==> config.mk <==
export PLATFORM = sky130hd
export DESIGN_NAME = ov_fifo_reader
export DESIGN_NICKNAME = d
export VERILOG_FILES = /design/src/rtl/ov_pkg.sv /design/src/rtl/ov_pix_counter.sv /design/src/rtl/ov_fifo_reader.sv
export SDC_FILE = /design/constraint.sdc
export NUM_CORES = 1
export LEC_CHECK = 0
export CAP_MARGIN = 10
export CORE_UTILIZATION = 36
export CTS_CLUSTER_DIAMETER = 200
export CTS_CLUSTER_SIZE = 16
export DETAILED_ROUTE_END_ITERATION = 10
export GPL_ROUTABILITY_DRIVEN = 0
export SYNTH_ARGS = -nofsm -noshare
export SYNTH_HDL_FRONTEND = slang
export SYNTH_HIERARCHICAL = 1
export SYNTH_SLANG_ARGS = --single-unit
export TNS_END_PERCENT = 100
==> constraint.sdc <==
create_clock -name CLK -period 5.6 [get_ports CLK]
set_clock_uncertainty 0.2 [all_clocks]
set_input_delay 1.4 -clock CLK [delete_from_list [all_inputs] [get_ports CLK]]
set_output_delay 1.4 -clock CLK [all_outputs]
set_load 0.02 [all_outputs]
==> src/rtl/ov_pkg.sv <==
// Shared types and constants for the AL422 frame FIFO reader: FSM state encoding,
// default frame geometry and the RGB565 colour-bar palette.
package ov_pkg;

   localparam int DEF_H_PIX   = 320;
   localparam int DEF_V_LINES = 240;

   typedef enum logic [2:0] {
      ST_IDLE     = 3'd0,
      ST_RRST     = 3'd1,
      ST_FETCH_HI = 3'd2,
      ST_FETCH_LO = 3'd3,
      ST_PUSH     = 3'd4,
      ST_FIN      = 3'd5
   } ov_state_e;

   localparam logic [15:0] RGB_WHITE   = 16'hFFFF;
   localparam logic [15:0] RGB_YELLOW  = 16'hFFE0;
   localparam logic [15:0] RGB_CYAN    = 16'h07FF;
   localparam logic [15:0] RGB_GREEN   = 16'h07E0;
   localparam logic [15:0] RGB_MAGENTA = 16'hF81F;
   localparam logic [15:0] RGB_RED     = 16'hF800;
   localparam logic [15:0] RGB_BLUE    = 16'h001F;
   localparam logic [15:0] RGB_BLACK   = 16'h0000;

   function automatic logic [15:0] bar_colour(input logic [2:0] idx);
      logic [15:0] c;
      case (idx)
         3'd0:    c = RGB_WHITE;
         3'd1:    c = RGB_YELLOW;
         3'd2:    c = RGB_CYAN;
         3'd3:    c = RGB_GREEN;
         3'd4:    c = RGB_MAGENTA;
         3'd5:    c = RGB_RED;
         3'd6:    c = RGB_BLUE;
         default: c = RGB_BLACK;
      endcase
      return c;
   endfunction

endpackage

==> src/rtl/ov_pix_counter.sv <==
// Pixel position counters for one frame: x wraps at H_PIX-1 and bumps y; the last pixel
// of the frame returns both to zero. Provides start-of-frame/line and last-pixel flags.
module ov_pix_counter
   import ov_pkg::*;
#(
   parameter int H_PIX   = DEF_H_PIX,
   parameter int V_LINES = DEF_V_LINES,
   parameter int XW      = (H_PIX > 1) ? $clog2(H_PIX) : 1,
   parameter int YW      = (V_LINES > 1) ? $clog2(V_LINES) : 1
) (
   input  logic          CLK,
   input  logic          RST_N,
   input  logic          clear,
   input  logic          advance,
   output logic [XW-1:0] x_cnt,
   output logic [YW-1:0] y_cnt,
   output logic          sof,
   output logic          sol,
   output logic          last
);

   logic [XW-1:0] x_r;
   logic [YW-1:0] y_r;
   logic          x_end_s;
   logic          last_s;

   assign x_end_s = (x_r == XW'(H_PIX - 1));
   assign last_s  = x_end_s && (y_r == YW'(V_LINES - 1));

   // Position counters
   always_ff @(posedge CLK or negedge RST_N) begin
      if (!RST_N) begin
         x_r <= '0;
         y_r <= '0;
      end else if (clear || (advance && last_s)) begin
         x_r <= '0;
         y_r <= '0;
      end else if (advance && x_end_s) begin
         x_r <= '0;
         y_r <= y_r + YW'(1);
      end else if (advance) begin
         x_r <= x_r + XW'(1);
      end else begin
         x_r <= x_r;
         y_r <= y_r;
      end
   end

   assign x_cnt = x_r;
   assign y_cnt = y_r;
   assign sol   = (x_r == '0);
   assign sof   = (x_r == '0) && (y_r == '0);
   assign last  = last_s;

endmodule

==> src/rtl/ov_fifo_reader.sv <==
// AL422 frame FIFO read side: pointer reset, byte-pair fetch, RGB565 pixel stream, DONE at end of frame.
// Optional colour-bar source enabled by defining OV_TEST_PATTERN_EN (adds the TP_EN input).
module ov_fifo_reader
   import ov_pkg::*;
#(
   parameter int H_PIX    = DEF_H_PIX,
   parameter int V_LINES  = DEF_V_LINES,
   parameter int RRST_CYC = 4
) (
   input  logic        CLK,
   input  logic        RST_N,
   input  logic        START,
`ifdef OV_TEST_PATTERN_EN
   input  logic        TP_EN,
`endif
   input  logic [7:0]  OV_DATA,
   output logic        OV_RCLK,
   output logic        OV_RRST,
   output logic        OV_OE,
   output logic [15:0] PIX_DATA,
   output logic        PIX_VALID,
   input  logic        PIX_READY,
   output logic        PIX_SOF,
   output logic        PIX_SOL,
   output logic        BUSY,
   output logic        DONE
);

   localparam int XW = (H_PIX > 1) ? $clog2(H_PIX) : 1;
   localparam int YW = (V_LINES > 1) ? $clog2(V_LINES) : 1;
   localparam int CW = $clog2(2 * RRST_CYC + 1);
   localparam logic [CW-1:0] CNT_LAST_RISE = CW'(2 * RRST_CYC - 1);
   localparam logic [CW-1:0] CNT_RELEASE   = CW'(2 * RRST_CYC);

   ov_state_e     state_r, state_nxt_s;
   logic [CW-1:0] cnt_r, cnt_nxt_s;
   logic          rclk_r, rclk_nxt_s;
   logic          rrst_r, rrst_nxt_s;
   logic          oe_r, oe_nxt_s;
   logic          ov_rclk_r, ov_rrst_r, ov_oe_r;
   logic [15:0]   data_r, data_nxt_s;
   logic          valid_r, valid_nxt_s;
   logic          sof_r, sof_nxt_s, sol_r, sol_nxt_s;
   logic          busy_r, busy_nxt_s, done_r, done_nxt_s;
   logic          tp_r, tp_nxt_s;
   logic          clr_s, adv_s;
   logic [XW-1:0] x_cnt_s;
   logic [YW-1:0] y_cnt_s;
   logic          sof_s, sol_s, last_s;
   logic [15:0]   src_pix_s;

   ov_pix_counter #(.H_PIX(H_PIX), .V_LINES(V_LINES), .XW(XW), .YW(YW)) u_cnt (
      .CLK     (CLK),
      .RST_N   (RST_N),
      .clear   (clr_s),
      .advance (adv_s),
      .x_cnt   (x_cnt_s),
      .y_cnt   (y_cnt_s),
      .sof     (sof_s),
      .sol     (sol_s),
      .last    (last_s)
   );

`ifdef OV_TEST_PATTERN_EN
   logic [2:0] bar_idx_s;
   assign bar_idx_s = 3'((32'(x_cnt_s) * 32'd8) / 32'(H_PIX));
   assign src_pix_s = tp_r ? bar_colour(bar_idx_s) : {OV_DATA, OV_DATA};
   assign tp_nxt_s  = ((state_r == ST_IDLE) && START) ? TP_EN : tp_r;
`else
   assign src_pix_s = {OV_DATA, OV_DATA};
   assign tp_nxt_s  = 1'b0;
`endif

   // Next-state and next-output logic; rclk_r doubles as the fetch phase (1 = first half of a byte)
   always_comb begin
      state_nxt_s = state_r;
      cnt_nxt_s   = cnt_r;
      rclk_nxt_s  = rclk_r;
      rrst_nxt_s  = rrst_r;
      oe_nxt_s    = oe_r;
      data_nxt_s  = data_r;
      valid_nxt_s = valid_r;
      sof_nxt_s   = sof_r;
      sol_nxt_s   = sol_r;
      busy_nxt_s  = busy_r;
      done_nxt_s  = 1'b0;
      clr_s       = 1'b0;
      adv_s       = 1'b0;
      case (state_r)
         ST_IDLE: begin
            rclk_nxt_s = 1'b0;
            oe_nxt_s   = 1'b1;
            if (START) begin
               state_nxt_s = ST_RRST;
               busy_nxt_s  = 1'b1;
               oe_nxt_s    = 1'b0;
               rrst_nxt_s  = 1'b0;
               cnt_nxt_s   = '0;
               clr_s       = 1'b1;
            end else begin
               busy_nxt_s = 1'b0;
            end
         end
         ST_RRST: begin
            clr_s = 1'b1;
            // Release the pointer reset in its own cycle with the read clock low
            if (cnt_r == CNT_RELEASE) begin
               state_nxt_s = ST_FETCH_HI;
               rclk_nxt_s  = 1'b1;
            end else if (cnt_r == CNT_LAST_RISE) begin
               cnt_nxt_s  = CNT_RELEASE;
               rclk_nxt_s = 1'b0;
               rrst_nxt_s = 1'b1;
            end else begin
               cnt_nxt_s  = cnt_r + CW'(1);
               rclk_nxt_s = ~rclk_r;
            end
         end
         ST_FETCH_HI: begin
            if (rclk_r) begin
               rclk_nxt_s = 1'b0;
            end else begin
               data_nxt_s[15:8] = src_pix_s[15:8];
               rclk_nxt_s       = 1'b1;
               state_nxt_s      = ST_FETCH_LO;
            end
         end
         ST_FETCH_LO: begin
            if (rclk_r) begin
               rclk_nxt_s = 1'b0;
            end else begin
               data_nxt_s[7:0] = src_pix_s[7:0];
               state_nxt_s     = ST_PUSH;
               valid_nxt_s     = 1'b1;
               sof_nxt_s       = sof_s;
               sol_nxt_s       = sol_s;
            end
         end
         ST_PUSH: begin
            if (PIX_READY) begin
               valid_nxt_s = 1'b0;
               adv_s       = 1'b1;
               if (last_s) begin
                  state_nxt_s = ST_FIN;
                  done_nxt_s  = 1'b1;
                  busy_nxt_s  = 1'b0;
                  oe_nxt_s    = 1'b1;
               end else begin
                  state_nxt_s = ST_FETCH_HI;
                  rclk_nxt_s  = 1'b1;
               end
            end else begin
               rclk_nxt_s = 1'b0;
            end
         end
         ST_FIN: begin
            clr_s       = 1'b1;
            state_nxt_s = ST_IDLE;
         end
         default: begin
            state_nxt_s = ST_IDLE;
            rclk_nxt_s  = 1'b0;
            rrst_nxt_s  = 1'b1;
            oe_nxt_s    = 1'b1;
            valid_nxt_s = 1'b0;
            busy_nxt_s  = 1'b0;
            clr_s       = 1'b1;
         end
      endcase
   end

   // State and registered outputs; pattern mode parks the FIFO pins but keeps the timing
   always_ff @(posedge CLK or negedge RST_N) begin
      if (!RST_N) begin
         state_r   <= ST_IDLE;
         cnt_r     <= '0;
         rclk_r    <= 1'b0;
         rrst_r    <= 1'b1;
         oe_r      <= 1'b1;
         ov_rclk_r <= 1'b0;
         ov_rrst_r <= 1'b1;
         ov_oe_r   <= 1'b1;
         data_r    <= 16'h0000;
         valid_r   <= 1'b0;
         sof_r     <= 1'b0;
         sol_r     <= 1'b0;
         busy_r    <= 1'b0;
         done_r    <= 1'b0;
         tp_r      <= 1'b0;
      end else begin
         state_r   <= state_nxt_s;
         cnt_r     <= cnt_nxt_s;
         rclk_r    <= rclk_nxt_s;
         rrst_r    <= rrst_nxt_s;
         oe_r      <= oe_nxt_s;
         ov_rclk_r <= rclk_nxt_s & ~tp_nxt_s;
         ov_rrst_r <= rrst_nxt_s | tp_nxt_s;
         ov_oe_r   <= oe_nxt_s | tp_nxt_s;
         data_r    <= data_nxt_s;
         valid_r   <= valid_nxt_s;
         sof_r     <= sof_nxt_s;
         sol_r     <= sol_nxt_s;
         busy_r    <= busy_nxt_s;
         done_r    <= done_nxt_s;
         tp_r      <= tp_nxt_s;
      end
   end

   assign OV_RCLK   = ov_rclk_r;
   assign OV_RRST   = ov_rrst_r;
   assign OV_OE     = ov_oe_r;
   assign PIX_DATA  = data_r;
   assign PIX_VALID = valid_r;
   assign PIX_SOF   = sof_r;
   assign PIX_SOL   = sol_r;
   assign BUSY      = busy_r;
   assign DONE      = done_r;

endmodule

==> metrics.txt, run 1 <==
via count of the first global-routing pass=1755; full die area=7580 µm²; r2r worst-path depth=8; detail-routed via count per cell=5.02; post-synthesis sequential area ratio=0.462; overall routed net length=roughly 5000 µm; postcts setup bufs=0; crit-path max FO=8; Worst Setup Path Type=in -> reg; normalized max-slew margin=0.514; clock buffer count from CTS=5; peak ir drop on the vdd network=0.141 mV; Port-buffer cells=35; Setup WS post-layout=between 2 and 2.5 ns; power density of the placed cells=approximately 500 nW/µm²; maximum number of buffers from clock root to sink=2; number of antenna violations at the first check in global routing=0; Post-Layout Cell Count=367; initial drt markers=72; detailed-router iteration count before antenna repair=4; area used by sequential logic in the layout=1200 µm²; area growth from synthesis to final layout=20.8%; total of warnings raised by yosys=6; clock tree from TritonCTS=done; primary flip-flop cell chosen by synthesis mapping=sky130_fd_sc_hd__dfrtp_1; Max-cap violations=0; placed insts=359; area of the multi-input gates=1260 µm²; clock latency reported for the late side of the worst-skew pair=0.30 ns; half-perimeter wire length of the detailed placement result=3460 µm; hold violation count in the final report=0; # diodes=0; count of standard-cell rows=30; clock net sink count=48; Static Leakage=about 1.3 nW; Netlist Area Pre-Place=2600 µm²; HP Start=PIX_DATA[15]; Synth Register Bits=48; hold buffers post-CTS=0; post-route worst hold slack=0.313 ns; number of instances in the synthesized netlist=237; worst setup path start=PIX_READY; post-detailed-route wirelength per cell=13.5 µm; post-route clock period utilization=0.589; cell area after layout=3150 µm²; post-route setup TNS=0 ns; data arrival at the endpoint of the critical path=3.32 ns; worst hold path stage count=1; initial standard-cell utilization of the core=0.377; achievable clock frequency=approximately 300 MHz; number of resized instances in the post-cts repair step=0; Place WS=between 1.5 and 2 ns; final count of negative-setup-slack endpoints=0; clock root buffer=sky130_fd_sc_hd__clkbuf_8; worst endpoint required time=5.62 ns; depth of the CTS H-tree=2; Slew @ Worst Pin=0.729 ns; share of synthesized flip-flops with an asynchronous set or reset=1.00; average instance area after synthesis=11.0 µm²; number of nets in the layout=288; minimum clock period=3.30 ns; wire length of the first global-routing pass=8540 µm; die extent in y=between 80 and 90 µm; number of I/O pins=36; critical path startpoint category=input port; total routing resource utilization after global routing=0.146; filler cell count in the final layout=681; horizontal extent of the die=87.1 µm; final core occ=0.456; Remaining DRCs=0; number of nets still failing antenna checks after routing=0; GRT Residual Overflow=0; Placement Cell Area=3010 µm²; ratio of cells with drive above 1 in the final layout=0.173; PnR Total Power=about 1.6 mW; RSZ-0062 raised after global routing=no; critical register-to-register path startpoint=u_cnt/x_cnt[1]; CTS clk-pin slew, worst paths=0.10 ns; final slew viol count=0; number of distinct standard cells referenced by the synthesized netlist=56; via count=around 1.8k; outcome=finished clean; number of synthesized flops with an enable pin=0; Worst Setup End Kind=register; number of nets in the synthesized netlist=255; area inside the core boundary=about 6900 µm²; path category of the worst min-delay check=reg -> reg; largest net degree at the start of global routing=49
-- routing by layer --
| layer | up-vias | part of all wire | global-route usage |
|---|---|---|---|
| li1 | 910 | - | - |
| met1 | 902 | 0.48 | 0.199 |
| met2 | 25 | 0.48 | 0.229 |
| met3 | 7 | 0.030 | 0.0341 |
| met4 | 0 | 0.013 | 0.0455 |
| met5 | - | 0 | 0 |
-- synth_stat cells, types with 3 or more instances --
| cell type | instances | area (µm²) |
|---|---|---|
| sky130_fd_sc_hd__inv_1 | 14 | 52.6 |
| sky130_fd_sc_hd__dfrtp_1 | 46 | 1150 |
| sky130_fd_sc_hd__xor2_1 | 3 | 26.3 |
| sky130_fd_sc_hd__nand4_1 | 3 | 18.8 |
| sky130_fd_sc_hd__nor3_1 | 8 | 40.0 |
| sky130_fd_sc_hd__a21oi_1 | 11 | 55.1 |
| sky130_fd_sc_hd__mux2_4 | 10 | 150 |
| sky130_fd_sc_hd__nor2_1 | 18 | 67.6 |
| sky130_fd_sc_hd__buf_6 | 4 | 45.0 |
| sky130_fd_sc_hd__mux2_2 | 9 | 101 |
| sky130_fd_sc_hd__nor4_1 | 6 | 37.5 |
| sky130_fd_sc_hd__mux2i_1 | 3 | 30.0 |
| sky130_fd_sc_hd__ha_1 | 6 | 75.1 |
| sky130_fd_sc_hd__nand2_1 | 13 | 48.8 |
| sky130_fd_sc_hd__a31oi_1 | 3 | 18.8 |
| sky130_fd_sc_hd__nand3_1 | 10 | 50.1 |
| sky130_fd_sc_hd__o21ai_0 | 4 | 20.0 |
| sky130_fd_sc_hd__nor2b_1 | 3 | 18.8 |
| sky130_fd_sc_hd__buf_2 | 5 | 25.0 |
| sky130_fd_sc_hd__xnor2_1 | 10 | 87.6 |
-- cell families (layout without fill, tap and decap cells) --
kind of cell               count (synthesis)  count (layout)  synth area share
xor gates and xnor gates                  13              13            0.0437
DFF                                       48              48             0.462
buffers and inverters                     27              61            0.0533
and+or+nand+nor                           82              82             0.192
AOI/OAI and AO/OA                         39              39             0.112
adders and majority gates                  6               6            0.0288
muxes                                     22              22             0.108
-- worst max-delay path: stages --
cell	delay (ns)
sky130_fd_sc_hd__clkdlybuf4s50_1	0.61
sky130_fd_sc_hd__and3_1	0.39
sky130_fd_sc_hd__inv_2	0.15
sky130_fd_sc_hd__or3_1	0.44
sky130_fd_sc_hd__mux2i_1	0.14
sky130_fd_sc_hd__a31oi_1	0.18
-- flip-flops by register name, summed over array words and instances, names as in the netlist, 3 cells and up --
register / flops
PIX_DATA: 16
cnt_r: 4
state_r: 3
u_cnt/x_cnt: 9
u_cnt/y_cnt: 8
-- layout make-up --
class                      count  share of cell area
timing repair buffer          38               0.117
clock buffer                   5              0.0219
inverter                      15              0.0179
sequential                    48               0.382
clock inverter                 3              0.0219
tap                           96              0.0382
multi-input combinational    162               0.401
-- worst paths after layout --
kind / end / slack [ns]
worst max register to register: OV_RCLK / 2.96
worst min register to register: PIX_DATA[15] / 0.31
min in group asynchronous: PIX_DATA[6] / 0.99
worst min-delay path: PIX_DATA[15] / 0.31
max in group asynchronous: u_cnt/x_cnt[8] / 3.79
worst max-delay path: u_cnt/x_cnt[8] / 2.30
-- cells in the final DEF (no fill, tap or decap), types with 2 or more instances in the layout --
| master | count |
|---|---|
| sky130_fd_sc_hd__dfrtp_1 | 46 |
| sky130_fd_sc_hd__clkdlybuf4s50_1 | 34 |
| sky130_fd_sc_hd__nor2_1 | 18 |
| sky130_fd_sc_hd__inv_1 | 14 |
| sky130_fd_sc_hd__nand2_1 | 13 |
| sky130_fd_sc_hd__a21oi_1 | 11 |
| sky130_fd_sc_hd__mux2_4 | 10 |
| sky130_fd_sc_hd__xnor2_1 | 10 |
| sky130_fd_sc_hd__nand3_1 | 10 |
| sky130_fd_sc_hd__mux2_2 | 9 |
| sky130_fd_sc_hd__nor3_1 | 8 |
| sky130_fd_sc_hd__ha_1 | 6 |
| sky130_fd_sc_hd__nor4_1 | 6 |
| sky130_fd_sc_hd__clkbuf_8 | 5 |
| sky130_fd_sc_hd__o21ai_0 | 4 |
| sky130_fd_sc_hd__nor2b_1 | 3 |
| sky130_fd_sc_hd__a31oi_1 | 3 |
| sky130_fd_sc_hd__buf_4 | 3 |
| sky130_fd_sc_hd__mux2i_1 | 3 |
| sky130_fd_sc_hd__nand4_1 | 3 |
| sky130_fd_sc_hd__xor2_1 | 3 |
| sky130_fd_sc_hd__dfstp_2 | 2 |
| sky130_fd_sc_hd__nor2_2 | 2 |
| sky130_fd_sc_hd__and3_1 | 2 |
| sky130_fd_sc_hd__o32ai_1 | 2 |
| sky130_fd_sc_hd__nor3_4 | 2 |
| sky130_fd_sc_hd__nand2b_1 | 2 |
| sky130_fd_sc_hd__o22ai_1 | 2 |
| sky130_fd_sc_hd__o32a_1 | 2 |
| sky130_fd_sc_hd__a211oi_1 | 2 |
| sky130_fd_sc_hd__nand4b_1 | 2 |
| sky130_fd_sc_hd__bufinv_16 | 2 |
| sky130_fd_sc_hd__nand4b_4 | 2 |
-- power breakdown --
part	leakage, nW	switching, mW	total [mW]	internal [mW]
Sequential	0.608	0.121	0.576	0.455
Combinational	0.626	0.321	0.698	0.378
Clock	0.0687	0.121	0.301	0.180
No activity file was read; power rests on OpenSTA's default activity.
==> inputs of run 2 (changes only) <==
- clock period: 5.6 -> 3.2 ns (I/O delays scaled with it)
==> metrics.txt, run 2 (same netlist as run 1, synthesis figures left out) <==
number of resized instances in the post-cts repair step=0; largest net degree at the start of global routing=49; depth of the CTS H-tree=2; count of standard-cell rows=30; clock buffer count from CTS=5; full die area=7580 µm²; RSZ-0062 raised after global routing=no; initial standard-cell utilization of the core=0.377; filler cell count in the final layout=667; outcome=finished clean; number of nets still failing antenna checks after routing=0; clock latency reported for the late side of the worst-skew pair=0.30 ns; stage delay of the slowest cell on the critical path=0.51 ns; minimum clock period=2.61 ns; Slowest-stage cell, CP=sky130_fd_sc_hd__nor3_1; CP dominant cell by count=sky130_fd_sc_hd__nor3_1; placed insts=362; Worst Setup Path Type=reg -> reg; via count of the first global-routing pass=1795; total routing resource utilization after global routing=0.150; post-route clock period utilization=0.816; peak ir drop on the vdd network=0.232 mV; flip-flop count of the largest register, all copies and words added=16; horizontal extent of the die=87.1 µm; # diodes=0; postcts setup bufs=0; number of I/O pins=36; Port-buffer cells=35; half-perimeter wire length of the detailed placement result=between 3000 and 4000 µm; data arrival at the endpoint of the critical path=2.61 ns; maximum number of buffers from clock root to sink=2; category of cells accounting for the largest share of critical-path delay=simple AND/OR/NAND/NOR gates; worst endpoint required time=3.20 ns; overall routed net length=5020 µm; power density of the placed cells=858 nW/µm²; hold violation count in the final report=0; Max-cap violations=0; Post-Layout Cell Count=370; die extent in y=around 87 µm; initial drt markers=between 60 and 70; Placement Cell Area=3050 µm²; CTS clk-pin slew, worst paths=around 0.09 ns; leading cell type in the layout, fill and taps excluded=sky130_fd_sc_hd__dfrtp_1; hold buffers post-CTS=0; cell-by-cell listing of the critical path=ha_1, nand4b_4, or2_1, nor3_1, a21oi_1, nor3_1, o32ai_1, o21a_1; ratio of cells with drive above 1 in the final layout=0.182; GRT Residual Overflow=0; clock net sink count=48; number of antenna violations at the first check in global routing=0; area inside the core boundary=6910 µm²; number of nets in the layout=291; final count of negative-setup-slack endpoints=0; wire length of the first global-routing pass=between 8000 and 9000 µm; post-detailed-route wirelength per cell=between 10 and 15 µm; WP buf/inv=0; cell area after layout=3170 µm²; Static Leakage=1.32 nW; crit-path max FO=8; detail-routed via count per cell=around 5; final slew viol count=0; clock root buffer=sky130_fd_sc_hd__clkbuf_8; highest-count cells in the layout ignoring fill and taps=sky130_fd_sc_hd__dfrtp_1 (46), sky130_fd_sc_hd__clkdlybuf4s50_1 (34), sky130_fd_sc_hd__nor2_1 (18); path category of the worst min-delay check=in -> async; Remaining DRCs=0; post-route setup TNS=0 ns; detailed-router iteration count before antenna repair=4; Worst Setup End Kind=register; via count=1863; critical path startpoint category=register; clock tree from TritonCTS=done; achievable clock frequency=about 380 MHz; Slew @ Worst Pin=0.649 ns; normalized max-slew margin=0.567; area growth from synthesis to final layout=21.6%
-- run 2: cell count changes in the layout (fill, tap and decap cells not counted), sizes merged --
cell	delta
buf	+3
bufinv	-1
clkbuf	+1
clkinv	+1
inv	-1
-- run 2: stage by stage --
stage / power (mW) / worst slack, ns / utilization / hold WS, ns
after global routing: 2.90 / 0.341 / 0.459 / 0.285
final: 2.72 / 0.590 / 0.459 / 0.268
after floorplan: 1.84 / 0.979 / - / 0.304
after detailed placement: 2.27 / 0.550 / 0.441 / 0.297
after CTS: 2.75 / 0.588 / 0.459 / 0.278
after global placement: 2.26 / 0.537 / 0.441 / 0.290
-- run 2: path summary, 6_finish.rpt --
| path | startpoint | end | slack, ns | cells after the start |
|---|---|---|---|---|
| worst min register to register | PIX_SOF | PIX_SOF | 0.32 | 1 |
| max in group asynchronous | RST_N | OV_RRST | 2.25 | 2 |
| min in group CLK | PIX_SOF | PIX_SOF | 0.32 | 1 |
| worst max-delay path | u_cnt/x_cnt[1] | OV_RCLK | 0.59 | 8 |
| worst max register to register | u_cnt/x_cnt[1] | OV_RCLK | 0.59 | 8 |
| worst min-delay path | RST_N | PIX_DATA[6] | 0.27 | 2 |
-- run 2: per-layer routing --
metal  part of all wire  up-vias  wire length (µm)  track usage
met5                  0        -                 0            0
met3              0.026        6               128       0.0313
li1                   -      913                 -            -
met1               0.50      921              2510        0.215
met4              0.012        0                60       0.0409
met2               0.46       23              2320        0.228
-- run 2: worst register-to-register path: stages (launching register included) --
cell and delay, ns:
sky130_fd_sc_hd__dfrtp_1 0.41, sky130_fd_sc_hd__ha_1 0.28, sky130_fd_sc_hd__nand4b_4 0.20, sky130_fd_sc_hd__or2_1 0.31, sky130_fd_sc_hd__nor3_1 0.51, sky130_fd_sc_hd__a21oi_1 0.20, sky130_fd_sc_hd__nor3_1 0.16, sky130_fd_sc_hd__o32ai_1 0.11
sky130_fd_sc_hd__o21a_1 0.13
-- run 2: power breakdown --
group / leakage, nW / total [mW] / internal [mW] / switching [mW]
combinational: 0.646 / 1.28 / 0.673 / 0.610
sequential: 0.608 / 0.968 / 0.797 / 0.171
clock: 0.0614 / 0.466 / 0.256 / 0.210
-- run 2: layout make-up --
class / instances / area [µm²] / share of cell area
tap: 96 / 120 / 0.0379
multi-input combinational: 162 / 1260 / 0.399
inverter: 15 / 56.3 / 0.0178
clock inverter: 2 / 38.8 / 0.0122
sequential: 48 / 1200 / 0.380
timing repair buffer: 41 / 403 / 0.127
clock buffer: 6 / 82.6 / 0.0261
